## src/rtl/serial_add_seq_if.sv

```systemverilog
// serial_add_if: producer/consumer handshake bundle for serial_add_seq
//  master: drives in_valid, a, b, cin, out_ready; observes in_ready, out_valid, sum, busy
//  slave : the adder side of the same signals
interface serial_add_if #(parameter int WIDTH = 8);
    logic             in_valid;
    logic             in_ready;
    logic [WIDTH-1:0] a;
    logic [WIDTH-1:0] b;
    logic             cin;
    logic             out_valid;
    logic             out_ready;
    logic [WIDTH:0]   sum;
    logic             busy;
    modport master (output in_valid, a, b, cin, out_ready, input in_ready, out_valid, sum, busy);
    modport slave  (input in_valid, a, b, cin, out_ready, output in_ready, out_valid, sum, busy);
endinterface

```

## src/rtl/serial_add_seq.sv

```systemverilog
// serial_add_seq: WIDTH-bit adder built by stepping one 2-bit full-adder slice, LSB slice first
//  clk, rst_n (async, active-low)
//  bus.in_valid/in_ready/a/b/cin : operand handshake
//  bus.out_valid/out_ready/sum   : result handshake, sum = a + b + cin (WIDTH+1 bits)
//  bus.busy                      : high while an add is running or waiting for handoff
module serial_add_fa (
    input  logic a,
    input  logic b,
    input  logic ci,
    output logic s,
    output logic co
);
    assign s  = a ^ b ^ ci;
    assign co = (a & b) | (ci & (a ^ b));
endmodule

module serial_add_seq #(parameter int WIDTH = 8) (
    input  logic         clk,
    input  logic         rst_n,
    serial_add_if.slave  bus
);
    localparam int STEPS = WIDTH / 2;
    localparam int IW = (STEPS > 1) ? $clog2(STEPS) : 1;
    typedef enum logic [1:0] {IDLE, RUN, HOLD} state_t;
    state_t           state, next;
    logic [WIDTH-1:0] opa, opb;
    logic [WIDTH:0]   acc;
    logic [IW-1:0]    idx;
    logic             carry, s0, c0, s1, c1, last;
    logic [1:0]       sa, sb;
    assign sa   = opa[2*idx +: 2];
    assign sb   = opb[2*idx +: 2];
    assign last = idx == IW'(STEPS - 1);
    serial_add_fa fa0 (.a(sa[0]), .b(sb[0]), .ci(carry), .s(s0), .co(c0));
    serial_add_fa fa1 (.a(sa[1]), .b(sb[1]), .ci(c0),    .s(s1), .co(c1));
    always_ff @(posedge clk or negedge rst_n)
        if (!rst_n) state <= IDLE;
        else        state <= next;
    always_comb begin
        next          = state;
        bus.in_ready  = state == IDLE;
        bus.out_valid = state == HOLD;
        bus.busy      = state != IDLE;
        bus.sum       = acc;
        next = state == IDLE ? (bus.in_valid ? RUN : IDLE) :
               state == RUN  ? (last ? HOLD : RUN) :
                               (bus.out_ready ? IDLE : HOLD);
    end
    // idx parks on the last slice instead of wrapping; a new accept rewinds it
    always_ff @(posedge clk or negedge rst_n)
        if (!rst_n) begin
            opa   <= '0;
            opb   <= '0;
            acc   <= '0;
            carry <= 1'b0;
            idx   <= '0;
        end else if (state == IDLE && bus.in_valid) begin
            opa   <= bus.a;
            opb   <= bus.b;
            acc   <= '0;
            carry <= bus.cin;
            idx   <= '0;
        end else if (state == RUN) begin
            acc[2*idx +: 2] <= {s1, s0};
            carry           <= c1;
            if (last) acc[WIDTH] <= c1;
            else      idx <= idx + IW'(1);
        end
endmodule

```

## src/flat_wrapper.sv

```systemverilog
// flat-port wrapper written by rule: the top's interface ports become plain ports
module serial_add_seq_flat 
#(parameter int WIDTH = 8)
  (clk, rst_n, bus_in_valid, bus_a, bus_b, bus_cin, bus_out_ready, bus_in_ready, bus_out_valid, bus_sum, bus_busy);
  serial_add_if #(.WIDTH(WIDTH)) bus_i ();
  input  logic clk;
  input  logic rst_n;
  input wire logic [$bits(bus_i.in_valid)-1:0] bus_in_valid;
  input wire logic [$bits(bus_i.a)-1:0] bus_a;
  input wire logic [$bits(bus_i.b)-1:0] bus_b;
  input wire logic [$bits(bus_i.cin)-1:0] bus_cin;
  input wire logic [$bits(bus_i.out_ready)-1:0] bus_out_ready;
  output wire logic [$bits(bus_i.in_ready)-1:0] bus_in_ready;
  output wire logic [$bits(bus_i.out_valid)-1:0] bus_out_valid;
  output wire logic [$bits(bus_i.sum)-1:0] bus_sum;
  output wire logic [$bits(bus_i.busy)-1:0] bus_busy;
  assign bus_i.in_valid = bus_in_valid;
  assign bus_i.a = bus_a;
  assign bus_i.b = bus_b;
  assign bus_i.cin = bus_cin;
  assign bus_i.out_ready = bus_out_ready;
  assign bus_in_ready = bus_i.in_ready;
  assign bus_out_valid = bus_i.out_valid;
  assign bus_sum = bus_i.sum;
  assign bus_busy = bus_i.busy;
  serial_add_seq #(.WIDTH(WIDTH)) u_core (.clk(clk), .rst_n(rst_n), .bus(bus_i));
endmodule
```

## config.mk

```make
export PLATFORM = sky130hd
export DESIGN_NAME = serial_add_seq_flat
export DESIGN_NICKNAME = d
export VERILOG_FILES = /design/src/rtl/serial_add_seq_if.sv /design/src/rtl/serial_add_seq.sv /design/src/flat_wrapper.sv
export SDC_FILE = /design/constraint.sdc
export NUM_CORES = 1
export LEC_CHECK = 0
export ABC_CLOCK_PERIOD_IN_PS = 3000
export CAP_MARGIN = 10
export CORE_MARGIN = 2
export CORE_UTILIZATION = 45
export CTS_BUF_LIST = sky130_fd_sc_hd__clkbuf_8
export DETAILED_ROUTE_END_ITERATION = 8
export DONT_BUFFER_PORTS = 1
export SETUP_SLACK_MARGIN = 0.5
export SYNTH_ARGS = -nofsm -noshare
export SYNTH_HDL_FRONTEND = slang
export SYNTH_SLANG_ARGS = --single-unit
```

## constraint.sdc

```tcl
create_clock -name clk -period 3 [get_ports clk]
set_input_delay 0.3 -clock clk [delete_from_list [all_inputs] [get_ports clk]]
set_output_delay 0.3 -clock clk [all_outputs]
set_load 0.1 [all_outputs]
```

### Word level (Yosys, flattened, before mapping)

Index checks and enable logic that the tools add are counted.

| cells by class | value |
|---|---|
| add/subtract/negate cells | 2 |
| equality and inequality tests | 4 |
| shift-type cells | 4 |
| mux-type cells | 14 |
| bitwise gates (word level) | 10 |
| reduce and logical (&&, ||, !) cells | 5 |

Operators by type and width:

| kind | number |
|---|---|
| $neg A3 Y34 | 1 |
| $shift A2 B34 Y9 const A | 1 |
| $shiftx A2 B34 Y9 | 1 |
| $mux W9 | 2 |
| $shiftx A8 B4 Y2 | 2 |
| $mux W2 | 7 |
| $bwmux W9 | 1 |
| $and A1 B1 Y1 | 4 |
| $eq A2 B2 Y1 const B | 2 |
| $mux W1 | 4 |
| $reduce_bool A2 Y1 | 2 |
| $xor A1 B1 Y1 | 4 |
| $add A2 B1 Y2 const B | 1 |
| $eq A2 B1 Y1 const B | 1 |
| $logic_not A2 Y1 | 1 |
| $ne A2 B2 Y1 const B | 1 |
| $or A1 B1 Y1 | 2 |
| $reduce_and A2 Y1 | 1 |
| $logic_and A1 B1 Y1 | 1 |

| word-level totals | value |
|---|---|
| register bits after elaboration | 30 |
| output and inout port bits | 12 |
| word-level logic and storage cells | 45 |

### Logic depth before layout (Yosys ltp)

Gate-level depths: netlist of the first run.

| depth | value |
|---|---|
| word-level depth | 10 |
| depth in mapped cells | 7 |
| mapped depth without buffers | 6 |

### Modules after synthesis

A second synthesis of the first run with hierarchy kept.

| second synthesis, totals | value |
|---|---|
| cells, all modules | 151 |
| area total of the unflattened synthesis | 1506.4 µm² |

Modules (own cells, without submodules):

| module | times used | cells an instance | area an instance (µm²) |
|---|---|---|---|
| serial_add_seq | 1 | 149 | 1466.4 |
| serial_add_fa | 2 | 1 | 20.0 |

### Worst setup path after synthesis of the first run

No wires, ideal clock.

| timing | value |
|---|---|
| kind | register to register |
| start point | register u_core.idx[0] |
| end point | register u_core.acc[5] (netlist: u_core.bus.sum[5]) |
| library setup time | 0.077 ns |
| arrival | 2.731 ns |
| required time | 2.923 ns |
| slack | 0.192 ns |
| cell stages (with the launch flop) | 8 |
| path buffers | 1 |
| cells stage by stage | dfrtp_1 > buf_4 > mux4_2 > fa_1 > fa_1 > nand2b_1 > or4_1 > a21oi_1 |

| between the ends | value |
|---|---|
| word-level cells in the longest chain between the ends | 9 |
| elaborated cells on any way between the ends | 15 |
| those cells by class | add/sub (1); shift (4); mux (3); bitwise (7) |

Ends and longest elaborated chain:

| item | RTL line | source |
|---|---|---|
| start: declaration | serial_add_seq.sv:28 | `logic [IW-1:0] idx;` |
| start signal: assignment | serial_add_seq.sv:67 | `else idx <= idx + IW'(1);` |
| $shiftx A8 B4 Y2 (on tied branches) | serial_add_seq.sv:31, serial_add_seq.sv:32 |  |
| $xor A1 B1 Y1 | serial_add_seq.sv:13, serial_add_seq.sv:14 |  |
| $and A1 B1 Y1 | serial_add_seq.sv:14 | `assign co = (a & b) \| (ci & (a ^ b));` |
| $or A1 B1 Y1 | serial_add_seq.sv:14 |  |
| $xor A1 B1 Y1 | serial_add_seq.sv:13 | `assign s = a ^ b ^ ci;` |
| $shiftx A2 B34 Y9 | serial_add_seq.sv:64 | `acc[2*idx +: 2] <= {s1, s0};` |
| $bwmux W9 (*) | serial_add_seq.sv:64 |  |
| $mux W9 (*) | serial_add_seq.sv:63 | `end else if (state == RUN) begin` |
| $mux W9 (*) | serial_add_seq.sv:57 | `end else if (state == IDLE && bus.in_valid) begin` |
| end signal: indexed assignment | serial_add_seq.sv:64 |  |
| end: declaration | serial_add_seq.sv:27 | `logic [WIDTH:0] acc;` |

Mark *: on every way between the ends. The rest lies on a longest branch, timed or not. The select of a mux whose other input is x is not followed.
A chain may end at the register's enable or synchronous reset.

### Worst setup path in the final report of the first run

Ends and elaborated chain as after synthesis.

==> results of run 1 <==
critical path: stages, from the launching register on:
cell and delay (ns):
dfrtp_2 0.40, mux4_2 0.52, fa_2 0.37, fa_1 0.53, nand2b_1 0.08, or4_1 0.47
a21oi_1 0.13
state kept, by name, indices dropped and copies added (netlist names):
| signal | cells |
|---|---|
| u_core.state | 2 |
| u_core.opa | 8 |
| u_core.bus.sum | 9 |
| u_core.carry | 1 |
| u_core.opb | 8 |
| u_core.idx | 2 |
routing by layer:
metal | track usage (%) | vias up | wire [um]
li1 | - | 472 | -
met1 | 21.1 | 492 | 1300
met2 | 26.9 | 30 | 1470
met3 | 7.93 | 6 | 223
met4 | 6.94 | 0 | 55
met5 | 0 | - | 0
path summary, 6_finish.rpt:
check	startpoint	to	cells after the start
max	u_core.idx[0]	u_core.bus.sum[5]	6
min	bus_out_ready	u_core.state[1]	1
max reg2reg	u_core.idx[0]	u_core.bus.sum[5]	6
min reg2reg	u_core.opb[7]	u_core.opb[7]	1
max in group asynchronous	rst_n	u_core.idx[0]	2
min in group asynchronous	rst_n	u_core.state[1]	2
metrics by stage:
| step | std cells | hold slack (ns) | util, % | setup slack, ns | instance area (um2) |
|---|---|---|---|---|---|
| after CTS | 181 | 0.0992 | 52.7 | 0.427 | 1740 |
| after global routing | 181 | 0.104 | 52.7 | 0.333 | 1750 |
| after floorplan | 127 | 0.00441 | - | 0.303 | 1550 |
| after global placement | 170 | 0.00521 | 48.3 | 0.440 | 1600 |
| after detailed placement | 170 | 0.00521 | 48.3 | 0.395 | 1600 |
| final | 181 | 0.102 | 52.7 | 0.427 | 1750 |
layout make-up:
| cell class | count | area share [%] |
|---|---|---|
| Clock buffer | 5 | 3.94 |
| Clock inverter | 3 | 2.29 |
| Inverter | 9 | 1.94 |
| Multi-Input combinational cell | 80 | 41.1 |
| Sequential cell | 30 | 43.2 |
| Tap cell | 46 | 3.30 |
| Timing Repair Buffer | 8 | 4.30 |
cell usage after synthesis (2+ instances only):
master,count,area [um2]
ha_1,4,50.1
a21oi_1,5,25.0
buf_2,4,20.0
nand2_1,7,26.3
or4_1,2,15.0
nor2_1,3,11.3
inv_1,8,30.0
nand4_1,3,18.8
buf_4,3,22.5
o21ai_0,3,15.0
nor2b_1,3,18.8
mux4_2,4,90.1
dfrtp_1,30,751
mux2_2,16,180
a22o_1,2,17.5
nand3b_1,2,15.0
a32o_1,2,20.0
nand2b_1,3,18.8
o22ai_1,3,18.8
fa_1,2,40.0
cell families after synthesis:
| family | synth area share (%) |
|---|---|
| buffers and inverters | 5.19 |
| multiplexers | 18.2 |
| AND/OR/NAND/NOR | 11.6 |
| adder cells (fa/ha/maj) | 5.84 |
| AO/OA/AOI/OAI | 10.5 |
| flip-flops | 48.7 |
repair_timing:
action	4_1_cts	5_1_grt
hold buffers	2	0
gates cloned	0	0
setup endpoints to repair	1	1
setup buffers	1	0
resized for setup	0	1
hold endpoints to repair	30	0
pin swaps	1	0
==> metrics, run 1 <==
vias in the first global route=1070; Post-synth EDFFs=0; Max Clock Freq=389 MHz; final worst path period need=2.57 ns; most frequent cells in the layout=dfrtp_1 (28), mux2_2 (16), inv_1 (8), nand2_1 (7), buf_4 (6); clock latency on the worst-skew pair=0.29 ns; YS warnings=0; initial antenna violation count=0; Detail Placement HPWL=2170 um; WS Path Type=reg2reg; DR DRC count=0; Final Setup Violations=0; syn_nets=154; cts bufs inserted=5; die area=3910 um2; Final Skew=0.00631 ns; Placer Congestion=0.818; setup TNS=0 ns; first-pass GRT wire length=5240 um; CTS tree=yes; IO Count=33; Tot GR Track Use=17.4%; Startpoint Class=register; die height=62.6 um; vias per inst=5.52; H-tree depth reported by CTS=2; commonest non-fill, non-tap cell in the layout=dfrtp_1; DR pass1 iterations=4; layout cell share with drive strength beyond 1=31.9%; Initial Util=46.6%; # Max-Cap Violations=0; Post-synth top flop=dfrtp_1; drt first-iter violations=25; fin crit share=85.8%; slew at the pin closest to its max-slew limit=0.925 ns; TritonCTS Sinks=30; Critical Path RT=3.21 ns; flop2flop setup slack=0.43 ns; Nets=161; largest net degree at the start of global routing=31; Distinct cells, synth=38; register area=753 um2; core box area=3310 um2; Total Routed Length=3050 um; Yosys reg bits=30; Crit. End Element=register; Routed Antenna Nets=0; Slew Viols, Final=0; Clock Pin Slew Worst Setup and Hold Paths=0.07 ns; Post-Syn Area=1540 um2; ant diodes=0; Routed wire per std cell=16.8 um; Rows=21; area grow syn2layout=13.1%; sequential share of the synthesized area=48.7%; final hold violation count=0; Post-Syn Instances=127; Arr. time, crit path=2.78 ns; Slew HR=38.4%; status=completed; Multi-input gate area=717 um2; RSZ-0062 raised after global routing=true; Async S/R FF share, synth=100%; buffers added on ports=0; HP Class=in2reg; Filler Cell Count=310; CP max FO=3; Mean Syn Cell Area=12.1 um2; Clock Path Buffers=2; total grt overflow=0; clock tree root buffer cell=clkbuf_8; vias=1000; die span in x=62.6 um
Power of run 1 is not shown: default switching activity piles up to over one toggle a cycle in this logic, so the estimate is an artifact.
==> inputs of run 2 (changes only) <==
==> constraint.sdc (replaced) <==
create_clock -name clk -period 3 [get_ports clk]
set_input_delay 0.45 -clock clk [delete_from_list [all_inputs] [get_ports clk]]
set_output_delay 0.45 -clock clk [all_outputs]
set_load 0.1 [all_outputs]
==> run 2 against run 1 <==
Critical path depth unchanged. Global-route usage decreased by 0.77 points. Count of clock-buffer cells in the layout is 1 higher. Cell count is the same. Routed wire length fell by 2.4%. Final area rose by 1.9%. First-iteration DRC count is 32% higher. Sequential cell count unchanged. Non-clock buffer count stayed put. Register-to-register slack barely moved. Clock skew up 0.0014 ns. Via count decreased by 0.40%. Critical path type unchanged. Highest routed layer unchanged.
==> metrics, run 2 (synthesis results as in run 1) <==
Max Clock Freq=391 MHz; ant diodes=0; drt first-iter violations=33; vias=996; worst hold start=bus_out_ready; Total Routed Length=2970 um; dpl cells=170; Slew Viols, Final=0; Routed Antenna Nets=0; initial antenna violation count=0; die height=62.6 um; Clock Path Buffers=2; cts bufs inserted=5; total grt overflow=0; hold path endpoint=u_core.state[1]; buffers added on ports=0; clock latency on the worst-skew pair=0.28 ns; IO Count=33; Top Metal Used=met4; Startpoint Class=register; DR DRC count=0; die area=3910 um2; most frequent cells in the layout=dfrtp_1 (29), mux2_2 (16), inv_1 (8), nand2_1 (7); largest net degree at the start of global routing=31; endpoint of the worst register-to-register path=u_core.bus.sum[5]; vias in the first global route=1084; setup TNS=0 ns; status=completed; slew at the pin closest to its max-slew limit=0.916 ns; Reg2Reg Depth=6; Initial Util=46.6%; Arr. time, crit path=2.76 ns; DR pass1 iterations=4; Final Skew=0.00776 ns; vias per inst=5.50; Min Hold Slack=0.277 ns; fin cells=181; Crit. End Element=register; Nets=161; max reg flops=9; area grow syn2layout=15.2%; CTS tree=yes; fin crit share=85.3%; flop2flop setup slack=0.44 ns; TritonCTS Sinks=30; Rows=21; H-tree depth reported by CTS=2; Reg2Reg Launch Point=u_core.idx[0]; Routed wire per std cell=16.4 um; final worst path period need=2.56 ns; routed metal-1 wire length=1280 um; layout cell share with drive strength beyond 1=31.1%; CTS resizes=0; RSZ-0062 raised after global routing=true; clock tree root buffer cell=clkbuf_8; Detail Placement HPWL=2160 um; Final Setup Violations=0; HP Class=in2reg; # Max-Cap Violations=0; Critical Path RT=3.21 ns; commonest non-fill, non-tap cell in the layout=dfrtp_1; core box area=3310 um2; met2 WL=1510 um; Tot GR Track Use=16.6%; hold depth=1; Slew HR=38.9%; WS Path Type=reg2reg; die span in x=62.6 um; final hold violation count=0; Clock Pin Slew Worst Setup and Hold Paths=0.07 ns; Placer Congestion=0.824; first-pass GRT wire length=5080 um; CP max FO=3; met3 routed WL=166 um
## run 2: metal layers
layer / GRT usage (%) / up-vias
met3: 6.49 / 2
met2: 28.8 / 26
li1: - / 473
met4: 4.17 / 0
met1: 19.3 / 495
met5: 0 / -
## run 2: cell type report
type / instances / area (um2)
clock buffers: 6 / 82.6
clock inverters: 2 / 60.1
fillers: 319 / 1530
inverters: 9 / 33.8
multi-input cells: 80 / 717
flip-flops and latches: 30 / 752
well taps: 46 / 57.6
repair buffers: 8 / 75.1
## run 2: worst max-delay path by stage
| stage | cells after the start | from | end |
|---|---|---|---|
| 3_5_place_dp | 6 | u_core.idx[0] | u_core.bus.sum[5] |
| 3_3_place_gp | 6 | u_core.idx[0] | u_core.bus.sum[5] |
| 5_1_grt | 6 | u_core.idx[0] | u_core.bus.sum[5] |
| 4_1_cts | 6 | u_core.idx[0] | u_core.bus.sum[5] |
| 2_1_floorplan | 7 | u_core.idx[0] | u_core.bus.sum[5] |
| 6_report | 6 | u_core.idx[0] | u_core.bus.sum[5] |
## run 2: critical path, stage by stage (launching register included)
cell	delay, ns
dfrtp_2	0.40
mux4_2	0.52
fa_2	0.37
fa_1	0.52
nand2b_1	0.08
or4_1	0.46
a21oi_1	0.13
## run 2: what timing repair did
item                                    4_1_cts  5_1_grt
endpoints found under the setup margin        1        1
hold endpoints to repair                     30        0
setup buffers                                 1        0
pin swaps                                     1        0
hold buffers                                  2        0
## run 2: stage by stage
stage / area, um2 / setup WS [ns] / util, %
global placement: 1600 / 0.437 / 48.3
floorplan: 1550 / 0.303 / -
global route: 1780 / 0.357 / 53.7
detailed placement: 1600 / 0.407 / 48.3
CTS: 1780 / 0.451 / 53.7
finish: 1780 / 0.442 / 53.7
Power of run 2 is left out for the same reason.
